===== src/rtl/pipe_addsub_if.sv =====
`default_nettype none
// ============================================================================
//  Module   : pipe_addsub_if
//  Brief    : Request/response bundle for the pipelined adder/subtractor.
//             The sat request bit exists only when ADDSUB_SAT_EN is defined.
//  Revision : 1.0 - initial release
// ============================================================================
interface pipe_addsub_if #(
    parameter int WIDTH = 32,
    parameter int TAG_W = 4
);
    // Request side
    logic             in_valid;
    logic             in_ready;
    logic [WIDTH-1:0] in1;
    logic [WIDTH-1:0] in2;
    logic             addsub;
    logic [TAG_W-1:0] in_tag;
`ifdef ADDSUB_SAT_EN
    logic             sat;
`endif

    // Response side
    logic             out_valid;
    logic             out_ready;
    logic [WIDTH-1:0] out;
    logic [TAG_W-1:0] out_tag;
    logic             cout;
    logic             overflow_out;
    logic             neq_out;
    logic             lt_out;

`ifdef ADDSUB_SAT_EN
    modport master (
        output in_valid, in1, in2, addsub, sat, in_tag, out_ready,
        input  in_ready, out_valid, out, out_tag, cout, overflow_out, neq_out, lt_out
    );

    modport slave (
        input  in_valid, in1, in2, addsub, sat, in_tag, out_ready,
        output in_ready, out_valid, out, out_tag, cout, overflow_out, neq_out, lt_out
    );
`else
    modport master (
        output in_valid, in1, in2, addsub, in_tag, out_ready,
        input  in_ready, out_valid, out, out_tag, cout, overflow_out, neq_out, lt_out
    );

    modport slave (
        input  in_valid, in1, in2, addsub, in_tag, out_ready,
        output in_ready, out_valid, out, out_tag, cout, overflow_out, neq_out, lt_out
    );
`endif

endinterface
`default_nettype wire


===== src/rtl/pipe_addsub.sv =====
`default_nettype none
// ============================================================================
//  Module   : pipe_addsub
//  Brief    : Pipelined two's-complement adder/subtractor, one CHUNK-bit carry
//             slice per stage, with carry/overflow/neq/lt flags and a tag.
//             Optional macro ADDSUB_SAT_EN adds per-operation saturation.
//  Revision : 1.0 - initial release
// ============================================================================
module pipe_addsub #(
    parameter int WIDTH = 32,
    parameter int CHUNK = 8,
    parameter int TAG_W = 4
) (
    input  logic         clock,
    input  logic         reset,
    pipe_addsub_if.slave bus
);

    localparam int STAGES = WIDTH / CHUNK;

`ifdef ADDSUB_SAT_EN
    localparam logic [WIDTH-1:0] c_sat_max = {1'b0, {(WIDTH-1){1'b1}}};
    localparam logic [WIDTH-1:0] c_sat_min = {1'b1, {(WIDTH-1){1'b0}}};
`endif

    logic             w_adv;
    logic             r_out_vld;
    logic [WIDTH-1:0] r_out;
    logic [TAG_W-1:0] r_out_tag;
    logic             r_cout;
    logic             r_ovf;
    logic             r_neq;
    logic             r_lt;

    // Whole pipeline moves or holds as one; no bubble collapsing.
    assign w_adv = !r_out_vld || bus.out_ready;

    assign bus.in_ready     = w_adv;
    assign bus.out_valid    = r_out_vld;
    assign bus.out          = r_out;
    assign bus.out_tag      = r_out_tag;
    assign bus.cout         = r_cout;
    assign bus.overflow_out = r_ovf;
    assign bus.neq_out      = r_neq;
    assign bus.lt_out       = r_lt;

    for (genvar k = 0; k < STAGES; k++) begin : g_stage
        // LO_W result bits are already finished when an op enters stage k;
        // HI_W operand bits (skew) are still waiting to be added.
        localparam int LO_W = k * CHUNK;
        localparam int HI_W = WIDTH - LO_W;

        logic                  w_vld;
        logic                  w_cin;
        logic [TAG_W-1:0]      w_tag;
        logic [HI_W-1:0]       w_a_hi;
        logic [HI_W-1:0]       w_bp_hi;
        logic [CHUNK:0]        w_sum;
        logic [LO_W+CHUNK-1:0] w_res;
`ifdef ADDSUB_SAT_EN
        logic                  w_sat;
`endif

        if (k == 0) begin : g_head
            // Subtract folds into an add of ~B with carry-in 1.
            assign w_vld   = bus.in_valid;
            assign w_tag   = bus.in_tag;
            assign w_a_hi  = bus.in1;
            assign w_bp_hi = bus.addsub ? ~bus.in2 : bus.in2;
            assign w_cin   = bus.addsub;
            assign w_res   = w_sum[CHUNK-1:0];
`ifdef ADDSUB_SAT_EN
            assign w_sat   = bus.sat;
`endif
        end else begin : g_tail
            assign w_vld   = g_stage[k-1].g_mid.r_vld;
            assign w_tag   = g_stage[k-1].g_mid.r_tag;
            assign w_a_hi  = g_stage[k-1].g_mid.r_a_hi;
            assign w_bp_hi = g_stage[k-1].g_mid.r_bp_hi;
            assign w_cin   = g_stage[k-1].g_mid.r_carry;
            assign w_res   = {w_sum[CHUNK-1:0], g_stage[k-1].g_mid.r_res};
`ifdef ADDSUB_SAT_EN
            assign w_sat   = g_stage[k-1].g_mid.r_sat;
`endif
        end

        assign w_sum = {1'b0, w_a_hi[CHUNK-1:0]}
                     + {1'b0, w_bp_hi[CHUNK-1:0]}
                     + {{CHUNK{1'b0}}, w_cin};

        if (k < STAGES - 1) begin : g_mid
            logic                  r_vld;
            logic                  r_carry;
            logic [TAG_W-1:0]      r_tag;
            logic [LO_W+CHUNK-1:0] r_res;
            logic [HI_W-CHUNK-1:0] r_a_hi;
            logic [HI_W-CHUNK-1:0] r_bp_hi;
`ifdef ADDSUB_SAT_EN
            logic                  r_sat;
`endif

            always_ff @(posedge clock or negedge reset) begin
                if (!reset) begin
                    r_vld   <= 1'b0;
                    r_carry <= 1'b0;
                    r_tag   <= '0;
                    r_res   <= '0;
                    r_a_hi  <= '0;
                    r_bp_hi <= '0;
`ifdef ADDSUB_SAT_EN
                    r_sat   <= 1'b0;
`endif
                end else if (w_adv) begin
                    r_vld   <= w_vld;
                    r_carry <= w_sum[CHUNK];
                    r_tag   <= w_tag;
                    r_res   <= w_res;
                    r_a_hi  <= w_a_hi[HI_W-1:CHUNK];
                    r_bp_hi <= w_bp_hi[HI_W-1:CHUNK];
`ifdef ADDSUB_SAT_EN
                    r_sat   <= w_sat;
`endif
                end
            end
        end else begin : g_last
            logic             w_ovf;
            logic             w_neq;
            logic             w_lt;
            logic [WIDTH-1:0] w_out;

            // Top slice still holds the operand MSBs needed for overflow.
            assign w_ovf = (w_a_hi[CHUNK-1] == w_bp_hi[CHUNK-1])
                        && (w_res[WIDTH-1] != w_a_hi[CHUNK-1]);
            assign w_neq = (|w_res) || w_ovf;
            assign w_lt  = w_res[WIDTH-1] ^ w_ovf;

`ifdef ADDSUB_SAT_EN
            // Flags keep describing the wrapped result; only the data clamps.
            assign w_out = (w_sat && w_ovf) ? (w_a_hi[CHUNK-1] ? c_sat_min : c_sat_max)
                                            : w_res;
`else
            assign w_out = w_res;
`endif

            always_ff @(posedge clock or negedge reset) begin
                if (!reset) begin
                    r_out_vld <= 1'b0;
                    r_out     <= '0;
                    r_out_tag <= '0;
                    r_cout    <= 1'b0;
                    r_ovf     <= 1'b0;
                    r_neq     <= 1'b0;
                    r_lt      <= 1'b0;
                end else if (w_adv) begin
                    r_out_vld <= w_vld;
                    if (w_vld) begin
                        r_out     <= w_out;
                        r_out_tag <= w_tag;
                        r_cout    <= w_sum[CHUNK];
                        r_ovf     <= w_ovf;
                        r_neq     <= w_neq;
                        r_lt      <= w_lt;
                    end
                end
            end
        end
    end

endmodule
`default_nettype wire


===== src/flat_wrapper.sv =====
// flat-port wrapper written by rule: the top's interface ports become plain ports
module pipe_addsub_flat 
#(
    parameter int WIDTH = 32,
    parameter int CHUNK = 8,
    parameter int TAG_W = 4
)
  (clock, reset, bus_in_valid, bus_in1, bus_in2, bus_addsub, bus_in_tag, bus_out_ready, bus_in_ready, bus_out_valid, bus_out, bus_out_tag, bus_cout, bus_overflow_out, bus_neq_out, bus_lt_out);
  pipe_addsub_if #(.WIDTH(WIDTH), .TAG_W(TAG_W)) bus_i ();
  input  logic clock;
  input  logic reset;
  input wire logic [$bits(bus_i.in_valid)-1:0] bus_in_valid;
  input wire logic [$bits(bus_i.in1)-1:0] bus_in1;
  input wire logic [$bits(bus_i.in2)-1:0] bus_in2;
  input wire logic [$bits(bus_i.addsub)-1:0] bus_addsub;
  input wire logic [$bits(bus_i.in_tag)-1:0] bus_in_tag;
  input wire logic [$bits(bus_i.out_ready)-1:0] bus_out_ready;
  output wire logic [$bits(bus_i.in_ready)-1:0] bus_in_ready;
  output wire logic [$bits(bus_i.out_valid)-1:0] bus_out_valid;
  output wire logic [$bits(bus_i.out)-1:0] bus_out;
  output wire logic [$bits(bus_i.out_tag)-1:0] bus_out_tag;
  output wire logic [$bits(bus_i.cout)-1:0] bus_cout;
  output wire logic [$bits(bus_i.overflow_out)-1:0] bus_overflow_out;
  output wire logic [$bits(bus_i.neq_out)-1:0] bus_neq_out;
  output wire logic [$bits(bus_i.lt_out)-1:0] bus_lt_out;
  assign bus_i.in_valid = bus_in_valid;
  assign bus_i.in1 = bus_in1;
  assign bus_i.in2 = bus_in2;
  assign bus_i.addsub = bus_addsub;
  assign bus_i.in_tag = bus_in_tag;
  assign bus_i.out_ready = bus_out_ready;
  assign bus_in_ready = bus_i.in_ready;
  assign bus_out_valid = bus_i.out_valid;
  assign bus_out = bus_i.out;
  assign bus_out_tag = bus_i.out_tag;
  assign bus_cout = bus_i.cout;
  assign bus_overflow_out = bus_i.overflow_out;
  assign bus_neq_out = bus_i.neq_out;
  assign bus_lt_out = bus_i.lt_out;
  pipe_addsub #(.WIDTH(WIDTH), .CHUNK(CHUNK), .TAG_W(TAG_W)) u_core (.clock(clock), .reset(reset), .bus(bus_i));
endmodule

===== config.mk =====
export PLATFORM = sky130hd
export DESIGN_NAME = pipe_addsub_flat
export DESIGN_NICKNAME = d
export VERILOG_FILES = /design/src/rtl/pipe_addsub_if.sv /design/src/rtl/pipe_addsub.sv /design/src/flat_wrapper.sv
export SDC_FILE = /design/constraint.sdc
export NUM_CORES = 1
export LEC_CHECK = 0
export CORE_MARGIN = 10
export CORE_UTILIZATION = 55
export CTS_CLUSTER_SIZE = 10
export DETAILED_ROUTE_END_ITERATION = 8
export PLACE_DENSITY_LB_ADDON = 0.12
export SETUP_SLACK_MARGIN = 0.02
export SLEW_MARGIN = 20
export SYNTH_ARGS = -nofsm -noshare
export SYNTH_HDL_FRONTEND = slang
export SYNTH_SLANG_ARGS = --single-unit
export TNS_END_PERCENT = 50

===== constraint.sdc =====
create_clock -name clock -period 2.69 [get_ports clock]
set_input_delay 0.269 -clock clock [delete_from_list [all_inputs] [get_ports clock]]
set_output_delay 0.269 -clock clock [all_outputs]
set_load 0.02 [all_outputs]

==> reports/results.ini, run 1 <==
[timing]
hold_viol = 0
finClkSkew_ps = 7.537
fin_crit_sh = 0.8964
worstMarginPinSlew_ps = 818.3
rsz0062_at_grt = no
setup_viol = 0
min_period_ps = 2411
finalMaxSlewViolations = 0
fin_tns_setup_ps = 0
relSlewSlack = 0.4545
fmax_ghz = 0.4147

[run_status]
status = finished clean

[place]
port_buffers = 114
placed_cells = 1234
gp_congestion = 0.8111
place_hpwl_um = 12950

[grt]
antenna_found_initial = 0
grt_max_degree = 189
grtUsageTotal = 0.1714
grt_pass1_vias = 6389
grt.overflow.total = 0
grt_pass1_wl_um = 31860

[floorplan]
initial_utilization = 0.5649
fp.dieW_um = 148.2
rows = 46
die_height_um = 148.2
dieArea_um2 = 21960
core_area_um2 = 16000
ios = 115

[setup_path]
cp_cell_sequence = fa_2 > fa_1 > a21o_1 > a21oi_1 > nand2b_1 > a21oi_1 > a211o_1 > o21ai_0
arrival_ps = 2830
path_buf_inv = 0
r2r-end = u_core.bus.out[30]$_DFFE_PN0P_
r2r_cells = 8
cp_slowest_stage_delay_ps = 480
required_ps = 3110
path_delay_family = adder cells
worst-path-stages = 8
rrSetupSlack_ps = 280
crit_path_top_delay_cell = fa_1
crit_path_start = u_core.g_stage[2].g_mid.r_bp_hi[0]$_DFFE_PN0N_
critPathCapture = u_core.bus.out[30]$_DFFE_PN0P_
cp-start-kind = register
critical_path_class = reg2reg
path_max_fanout = 3
crit_path_end_kind = register
critPathMostFrequentCell = a21oi_1
reg2reg_from = u_core.g_stage[2].g_mid.r_bp_hi[0]$_DFFE_PN0N_

[logic_synthesis]
yosysUniqueCellTypes = 41
synth_area_um2 = 9039
ys_seq_area_frac = 0.5620
yosys_warnings = 0
synth.most_common_cell = nand2_1
synth_cells = 938
yosys.area.top_type = dfrtp_1
ys_async_sr_fraction = 1.000
synth_nets = 1046
synth_edf_count = 0
ys_top_cells_by_count = 390 x nand2_1, 203 x dfrtp_1, 52 x o21ai_0
synth_seq_cells = 203
yosys-top-cells-area = dfrtp_1 56%, nand2_1 16%, ha_1 3.9%, mux2_2 3.7%, xnor2_1 3.1%
synth-main-ff-cell = dfrtp_1
synth_top_area_frac = 0.5620
synth_area_per_cell_um2 = 9.636

[route]
drc = 0
wl_per_cell_um = 14.79
vias = 6463
via_per_inst = 5.109
drt_iter0_markers = 347
dr.pass1.iters = 5
totalWireLength_um = 18710
ant_nets = 0

[layout]
fill_cells = 1309
fin_cells = 1265
drive_gt1_frac = 0.07436
n_antenna_cell = 0
fin_nets = 1153
area_growth_pct = 22.70

[clock_network]
htreeDepth = 1
cts_buffers = 24
clk_latency_ps = 500
clock_path_buffers = 3
cts.sinks = 203
clock-root-buffer = clkbuf_16
cts_tree = yes
clk_pin_slew_ps = 50

[pwr]
p_leak_uw = 0.005319
ir_drop_uv = 957.7
p_per_area_nw_per_um2 = 1189

[min_path]
hp-class = in2reg
min_from = bus_in1[14]

[flow_run]
max-cap-violations = 0

==> layer usage <==
layer / vias up / routed length (µm) / global-route usage
met4: 0 / 299 / 0.03617
met1: 3060 / 8732 / 0.2346
met2: 133 / 8612 / 0.2724
li1: 3245 / - / -
met3: 25 / 1062 / 0.04035
met5: - / 0 / 0
==> stage by stage <==
| stage | instance area [µm²] | utilization | worst slack [ps] | total power [µW] | hold slack (ps) |
|---|---|---|---|---|---|
| 2_1_floorplan | 9039 | - | 358.6 | 8668 | -26.59 |
| 3_3_place_gp | 10410 | 0.6508 | 82.77 | 10290 | 359.0 |
| 3_5_place_dp | 10410 | 0.6508 | 34.76 | 10470 | 358.3 |
| 4_1_cts | 11090 | 0.6930 | 194.3 | 13340 | 285.6 |
| 5_1_grt | 11090 | 0.6932 | 79.33 | 14240 | 307.3 |
| 6_report | 11090 | 0.6932 | 278.8 | 13180 | 303.7 |
==> area by class of cell <==
type                       count  area [µm²]  area share
clock buffer                  30       664.4     0.05991
inverter                      18       70.07    0.006318
multi-input combinational    672        3724      0.3357
sequential                   203        5080      0.4580
tap                          216       270.3     0.02437
timing repair buffer         126        1282      0.1156
==> worst min-delay path by stage <==
stage                                                               end  slack, ps  depth (start not counted)
after global placement                    u_core.bus.out[4]$_DFFE_PN0P_        360                          1
final                     u_core.g_stage[0].g_mid.r_a_hi[6]$_DFFE_PN0N_        300                          3
after floorplan                             u_core.bus.cout$_DFFE_PN0P_        -30                          0
after detailed placement                  u_core.bus.out[2]$_DFFE_PN0P_        360                          1
after CTS                 u_core.g_stage[0].g_mid.r_a_hi[6]$_DFFE_PN0N_        290                          3
after global routing      u_core.g_stage[0].g_mid.r_a_hi[9]$_DFFE_PN0N_        310                          3
==> repair_timing <==
item | 4_1_cts | 5_1_grt
setup endpoints to repair | 0 | 2
setup buffers | 0 | 0
hold endpoints to repair | 77 | 0
resized for setup | 0 | 1
hold buffers | 1 | 0
==> cells in the final DEF (no fill, tap or decap), types with 2 or more instances in the layout <==
master             n
nand2b_1           2
mux2_2            30
o21a_1             7
nor4_1             7
buf_12             4
xnor2_1           32
clkbuf_1           3
o21ai_0           52
o31ai_1           10
nand2_1          389
nor2b_1            3
a21o_1             6
ha_1              28
dfrtp_1          203
clkdlybuf4s50_1  112
inv_1             17
a211oi_2           2
o211a_1            2
o21ai_1            2
fa_1               6
buf_4              7
clkbuf_16         25
clkbuf_8           3
a31oi_1            5
nor3_1            12
o21bai_1           5
or3_1              2
a211oi_1           4
and3b_1            3
xor2_1            14
nor2_1            22
a21oi_1           14
==> flip-flops by register name, summed over array words and instances (netlist names), 3 cells and up <==
name	cells
u_core.bus.out	32
u_core.bus.out_tag	4
u_core.g_stage.g_mid.r_a_hi	48
u_core.g_stage.g_mid.r_bp_hi	48
u_core.g_stage.g_mid.r_carry	3
u_core.g_stage.g_mid.r_res	48
u_core.g_stage.g_mid.r_tag	12
u_core.g_stage.g_mid.r_vld	3
==> power by group <==
part	internal (µW)	switching [µW]	leakage, µW	total (µW)
clock network	1690	1110	0.000326	2810
registers	4410	846	0.00244	5260
logic	2360	2750	0.00255	5120
total	8470	4710	0.00532	13200
==> logic make-up (layout without fill, tap and decap cells) <==
kind of cell / Yosys count / count (layout) / synth area share
flops: 203 / 203 / 0.5620
xor+xnor: 46 / 46 / 0.04457
compound gates: 114 / 114 / 0.07863
simple gates: 446 / 446 / 0.1941
fa+ha+maj: 35 / 35 / 0.05426
mux: 31 / 31 / 0.03904
buf+inv: 63 / 174 / 0.02741
==> tightest hold or removal path: cells and delay by family <==
kind / cells / cell delay, ps
buffers and inverters: 1 / 390
AND/OR/NAND/NOR: 2 / 90
No activity file was read; power rests on OpenSTA's default activity.
==> run 2, diff against run 1 <==
CORE_MARGIN = 1.5   (was 10)
RECOVER_POWER = 50   (was not set)
==> run 2 against run 1 <==
Against the previous run:
- cell count shrank 0.24%
- sequential share of layout area grew 0.25 points
- largest cell class unchanged
- setup slack lost 63 ps
- critical path depth is the same
- register-to-register slack lost 60 ps
- sequential cell count is the same
- critical path type unchanged
- non-clock buffer count shrank 2
- combinational power is essentially flat
- the run now ends with max-capacitance violations left
- die area shrank 22%
- core utilization shrank 0.13 points
- total power shrank 0.54%
- count of clock-buffer cells in the layout shrank 2
==> reports/results.ini, run 2 (synthesis gave the netlist of run 1 again) <==
[setup_path]
r2r_cells = 8
path_max_fanout = 3
critPathCapture = u_core.bus.out[30]$_DFFE_PN0P_
r2r-end = u_core.bus.out[30]$_DFFE_PN0P_
critical_path_class = reg2reg
required_ps = 3100
reg2reg_from = u_core.g_stage[2].g_mid.r_bp_hi[0]$_DFFE_PN0N_
rrSetupSlack_ps = 220
crit_path_start = u_core.g_stage[2].g_mid.r_bp_hi[0]$_DFFE_PN0N_
arrival_ps = 2890
crit_path_end_kind = register
cp-start-kind = register

[floorplan]
dieArea_um2 = 17210
ios = 115
die_height_um = 131.2
fp.dieW_um = 131.2
initial_utilization = 0.5669
core_area_um2 = 15940
rows = 46

[timing]
fin_crit_sh = 0.9199
worstMarginPinSlew_ps = 1495
finalMaxSlewViolations = 0
hold_viol = 0
setup_viol = 0
min_period_ps = 2475
fin_tns_setup_ps = 0
rsz0062_at_grt = no
fmax_ghz = 0.4041
relSlewSlack = 0.003304
finClkSkew_ps = 8.534
fin_hold_ws_ps = 303.9

[pwr]
p_leak_uw = 0.005290
ir_drop_uv = 786.1
p_per_area_nw_per_um2 = 1189

[clock_network]
cts_buffers = 24
clk_latency_ps = 500
clock_path_buffers = 3
clk_pin_slew_ps = 50
htreeDepth = 1
postCtsSetupBuffers = 0
cts.sinks = 203
cts_tree = yes
clock-root-buffer = clkbuf_16

[route]
vias = 6470
dr.pass1.iters = 5
totalWireLength_um = 17740
drt_iter0_markers = 511
drc = 0
wl_per_cell_um = 14.06
ant_nets = 0
via_per_inst = 5.127

[layout]
drive_gt1_frac = 0.07170
area_growth_pct = 22.02
fin_nets = 1151
fill_cells = 1296
layout_common_cells = 389 x nand2_1, 203 x dfrtp_1, 112 x clkdlybuf4s50_1
n_antenna_cell = 0
fin_cells = 1262
mostFrequentLayoutCell = nand2_1
largestRegisters = u_core.g_stage.g_mid.r_a_hi x48, u_core.g_stage.g_mid.r_bp_hi x48, u_core.g_stage.g_mid.r_res x48

[run_status]
status = finished, violations left
violations = max-capacitance violations

[grt]
grt_pass1_wl_um = 30440
grt.overflow.total = 0
grt_pass1_vias = 6238
antenna_found_initial = 0
grt_max_degree = 189
grtUsageTotal = 0.2131

[min_path]
hp-class = in2reg

[place]
placed_cells = 1232
gp_congestion = 0.8089
port_buffers = 114
place_hpwl_um = 11760

[flow_run]
max-cap-violations = 1

## run 2: changes by cell type in the layout (fill, tap and decap cells not counted), sizes merged
cell,change
buf,-4
clkinv,+1
## run 2: where the power goes
part / switching, µW / leakage, µW / internal (µW)
Sequential: 840 / 0.00244 / 4410
Clock: 1100 / 0.000322 / 1660
Combinational: 2750 / 0.00252 / 2340
## run 2: timing repair
action	CTS	global route
hold buffers	1	0
resized for setup	0	1
hold endpoints to repair	56	0
setup endpoints to repair	0	1
## run 2: layout make-up
| class | instances | area, µm² | area share |
|---|---|---|---|
| sequential | 203 | 5080 | 0.4606 |
| clock buffer | 28 | 646.9 | 0.05865 |
| inverter | 18 | 70.07 | 0.006353 |
| timing repair buffer | 124 | 1241 | 0.1125 |
| multi-input combinational | 672 | 3716 | 0.3369 |
| clock inverter | 1 | 5.005 | 0.0004538 |
| tap | 216 | 270.3 | 0.02450 |
## run 2: worst min path at each step
stage | to | slack (ps) | from | cells past startpoint
global placement | u_core.bus.out[3]$_DFFE_PN0P_ | 280 | reset | 1
floorplan | u_core.bus.cout$_DFFE_PN0P_ | -30 | reset | 0
global route | u_core.g_stage[0].g_mid.r_a_hi[16]$_DFFE_PN0N_ | 310 | bus_in1[24] | 3
finish | u_core.g_stage[0].g_mid.r_a_hi[7]$_DFFE_PN0N_ | 300 | bus_in1[15] | 3
detailed placement | u_core.bus.out[3]$_DFFE_PN0P_ | 280 | reset | 1
CTS | u_core.g_stage[0].g_mid.r_a_hi[7]$_DFFE_PN0N_ | 290 | bus_in1[15] | 3
## run 2: stage by stage
stage          total power, µW  setup WS (ps)  utilization  area [µm²]
3_3_place_gp             10240          97.56       0.6515       10390
2_1_floorplan             8668          358.6            -        9039
6_report                 13110          215.4       0.6918       11030
4_1_cts                  13260          126.7       0.6930       11050
5_1_grt                  14120          100.3       0.6918       11030
3_5_place_dp             10420          57.01       0.6515       10390
## run 2: metal layers
layer	vias to the layer above	share of wire	GRT usage
li1	3240	-	-
met1	3070	0.48	0.3169
met2	130	0.46	0.3389
met3	30	0.040	0.02701
met4	0	0.016	0.04494
met5	-	0	0
## run 2: worst max-delay path: stages (launching register included)
cell and delay [ps]:
dfrtp_1 410, fa_2 450, fa_1 480, a21o_1 200, a21oi_1 200, nand2b_1 160, a21oi_1 90, a211o_1 260
o21ai_0 140
==> run 3, diff against run 2 <==
REMOVE_ABC_BUFFERS = 1   (was not set)
==> run 3 against run 2 <==
Against the previous run:
- the run ends with max-capacitance violations, max-slew violations left
- maximum frequency decreased by 0.96%
- wire length rose by 0.23%
- total power fell by 0.15%
- setup slack worse by 24 ps
- die area stayed put
- sequential share of layout area barely moved
==> reports/results.ini, run 3 (synthesis gave the netlist of run 1 again) <==
[setup_path]
path_buf_inv = 0
cp-start-kind = register
critical_path_class = reg2reg
path_delay_family = adder cells
crit_path_top_delay_cell = fa_1
cp_slowest_stage_delay_ps = 500
crit_path_end_kind = register
arrival_ps = 2920
path_max_fanout = 3
required_ps = 3110
cp_cell_sequence = fa_1 > fa_1 > a21o_1 > a21oi_1 > nand2b_1 > a21oi_1 > a211o_1 > o21ai_0

[clock_network]
cts_buffers = 24
cts.sinks = 203
clock-root-buffer = clkbuf_16
cts_tree = yes
htreeDepth = 1
clk_latency_ps = 500
clk_pin_slew_ps = 50
clock_path_buffers = 3

[route]
totalWireLength_um = 17780
drc = 0
vias = 6483
dr.pass1.iters = 4
ant_nets = 0
drt_iter0_markers = 363
via_per_inst = 5.109
wl_per_cell_um = 14.01

[timing]
setup_viol = 0
setup_slack_ps = 191.5
fmax_ghz = 0.4002
worstMarginPinSlew_ps = 1889
relSlewSlack = -0.2596
fin_crit_sh = 0.9288
finalMaxSlewViolations = 78
rsz0062_at_grt = no
hold_viol = 0
min_period_ps = 2498
finClkSkew_ps = 14.63

[layout]
fin_nets = 1157
area_growth_pct = 22.01
fin_cells = 1269
fill_cells = 1240
layout_common_cells = 390 x nand2_1, 203 x dfrtp_1, 112 x clkdlybuf4s50_1
multi_input_area_um2 = 3711
mostFrequentLayoutCell = nand2_1
n_antenna_cell = 0
largestRegisters = u_core.g_stage.g_mid.r_a_hi x48, u_core.g_stage.g_mid.r_bp_hi x48, u_core.g_stage.g_mid.r_res x48
drive_gt1_frac = 0.07312
register_area_um2 = 5080

[place]
placed_cells = 1238
port_buffers = 114
place_hpwl_um = 11880
gp_congestion = 0.7945
dpl_worst_slack_ps = 43.17

[floorplan]
rows = 46
initial_utilization = 0.5669
die_height_um = 131.2
dieArea_um2 = 17210
core_area_um2 = 15940
fp.dieW_um = 131.2
ios = 115

[grt]
grtUsageTotal = 0.2170
grt_use_met1 = 0.2968
met2_usage = 0.3668
gr-usage-met3 = 0.03704
grt_pass1_wl_um = 30930
grt_max_degree = 189
antenna_found_initial = 0
busiest_layer = met2
grt.overflow.total = 0
grt_pass1_vias = 6370

[min_path]
hp-class = in2reg

[pwr]
finalPower_uw = 13090
p_leak_uw = 0.005301
p_per_area_nw_per_um2 = 1187
ir_drop_uv = 618.4

[run_status]
status = finished, violations left
violations = max-capacitance violations, max-slew violations

[flow_run]
max-cap-violations = 1

-- run 3: timing repair --
action                    4_1_cts  5_1_grt
hold endpoints to repair       71        0
hold buffers                    1        0
setup buffers                   0        0
resized for setup               0        0
-- run 3: through the flow --
stage / util / TNS, ps / instance area (µm²) / hold slack (ps)
6_report: 0.6917 / 0 / 11030 / 271.1
5_1_grt: 0.6917 / 0 / 11030 / 265.2
4_1_cts: 0.6946 / 0 / 11070 / 256.1
3_5_place_dp: 0.6535 / 0 / 10420 / 328.6
3_3_place_gp: 0.6535 / 0 / 10420 / 328.4
2_1_floorplan: - / -1496160 / 8859 / -26.59
-- run 3: routing by layer --
layer / routed length [µm] / share of wire
met1: 8279 / 0.47
met2: 8550 / 0.48
met3: 628 / 0.035
met4: 322 / 0.018
met5: 0 / 0
-- run 3: final timing paths --
check                                                                     from  slack [ps]                                              end  cells past startpoint
worst max-delay path            u_core.g_stage[2].g_mid.r_bp_hi[0]$_DFFE_PN0N_         190                   u_core.bus.out[30]$_DFFE_PN0P_                      8
worst min-delay path                                                bus_addsub         270  u_core.g_stage[0].g_mid.r_bp_hi[23]$_DFFE_PN0N_                      3
worst max register to register  u_core.g_stage[2].g_mid.r_bp_hi[0]$_DFFE_PN0N_         190                   u_core.bus.out[30]$_DFFE_PN0P_                      8
worst min register to register    u_core.g_stage[1].g_mid.r_res[3]$_DFFE_PN0N_         460     u_core.g_stage[2].g_mid.r_res[3]$_DFFE_PN0N_                      2
max in group asynchronous                                                reset         450   u_core.g_stage[0].g_mid.r_a_hi[11]$_DFFE_PN0N_                      3
min in group asynchronous                                                reset         830     u_core.g_stage[0].g_mid.r_tag[3]$_DFFE_PN0N_                      2
-- run 3: worst register-to-register path, delay by kind of cell (launching register included) --
kind                     cells  cell delay, ps
adder cells (fa/ha/maj)      2             980
flip-flops                   1             400
AND/OR/NAND/NOR              1             170
AO/OA/AOI/OAI                5             870
-- run 3: layout make-up --
cell class,instances,share of cell area
Sequential cell,203,0.4606
Multi-Input combinational cell,672,0.3365
Timing Repair Buffer,130,0.1135
Clock buffer,29,0.05809
Tap cell,216,0.02451
Inverter,18,0.006354
Clock inverter,1,0.0004538
-- run 3: report_power, final --
part | switching (µW) | internal [µW] | total, µW
clock | 1100 | 1640 | 2750
sequential | 831 | 4420 | 5250
combinational | 2750 | 2350 | 5100
total | 4690 | 8400 | 13100
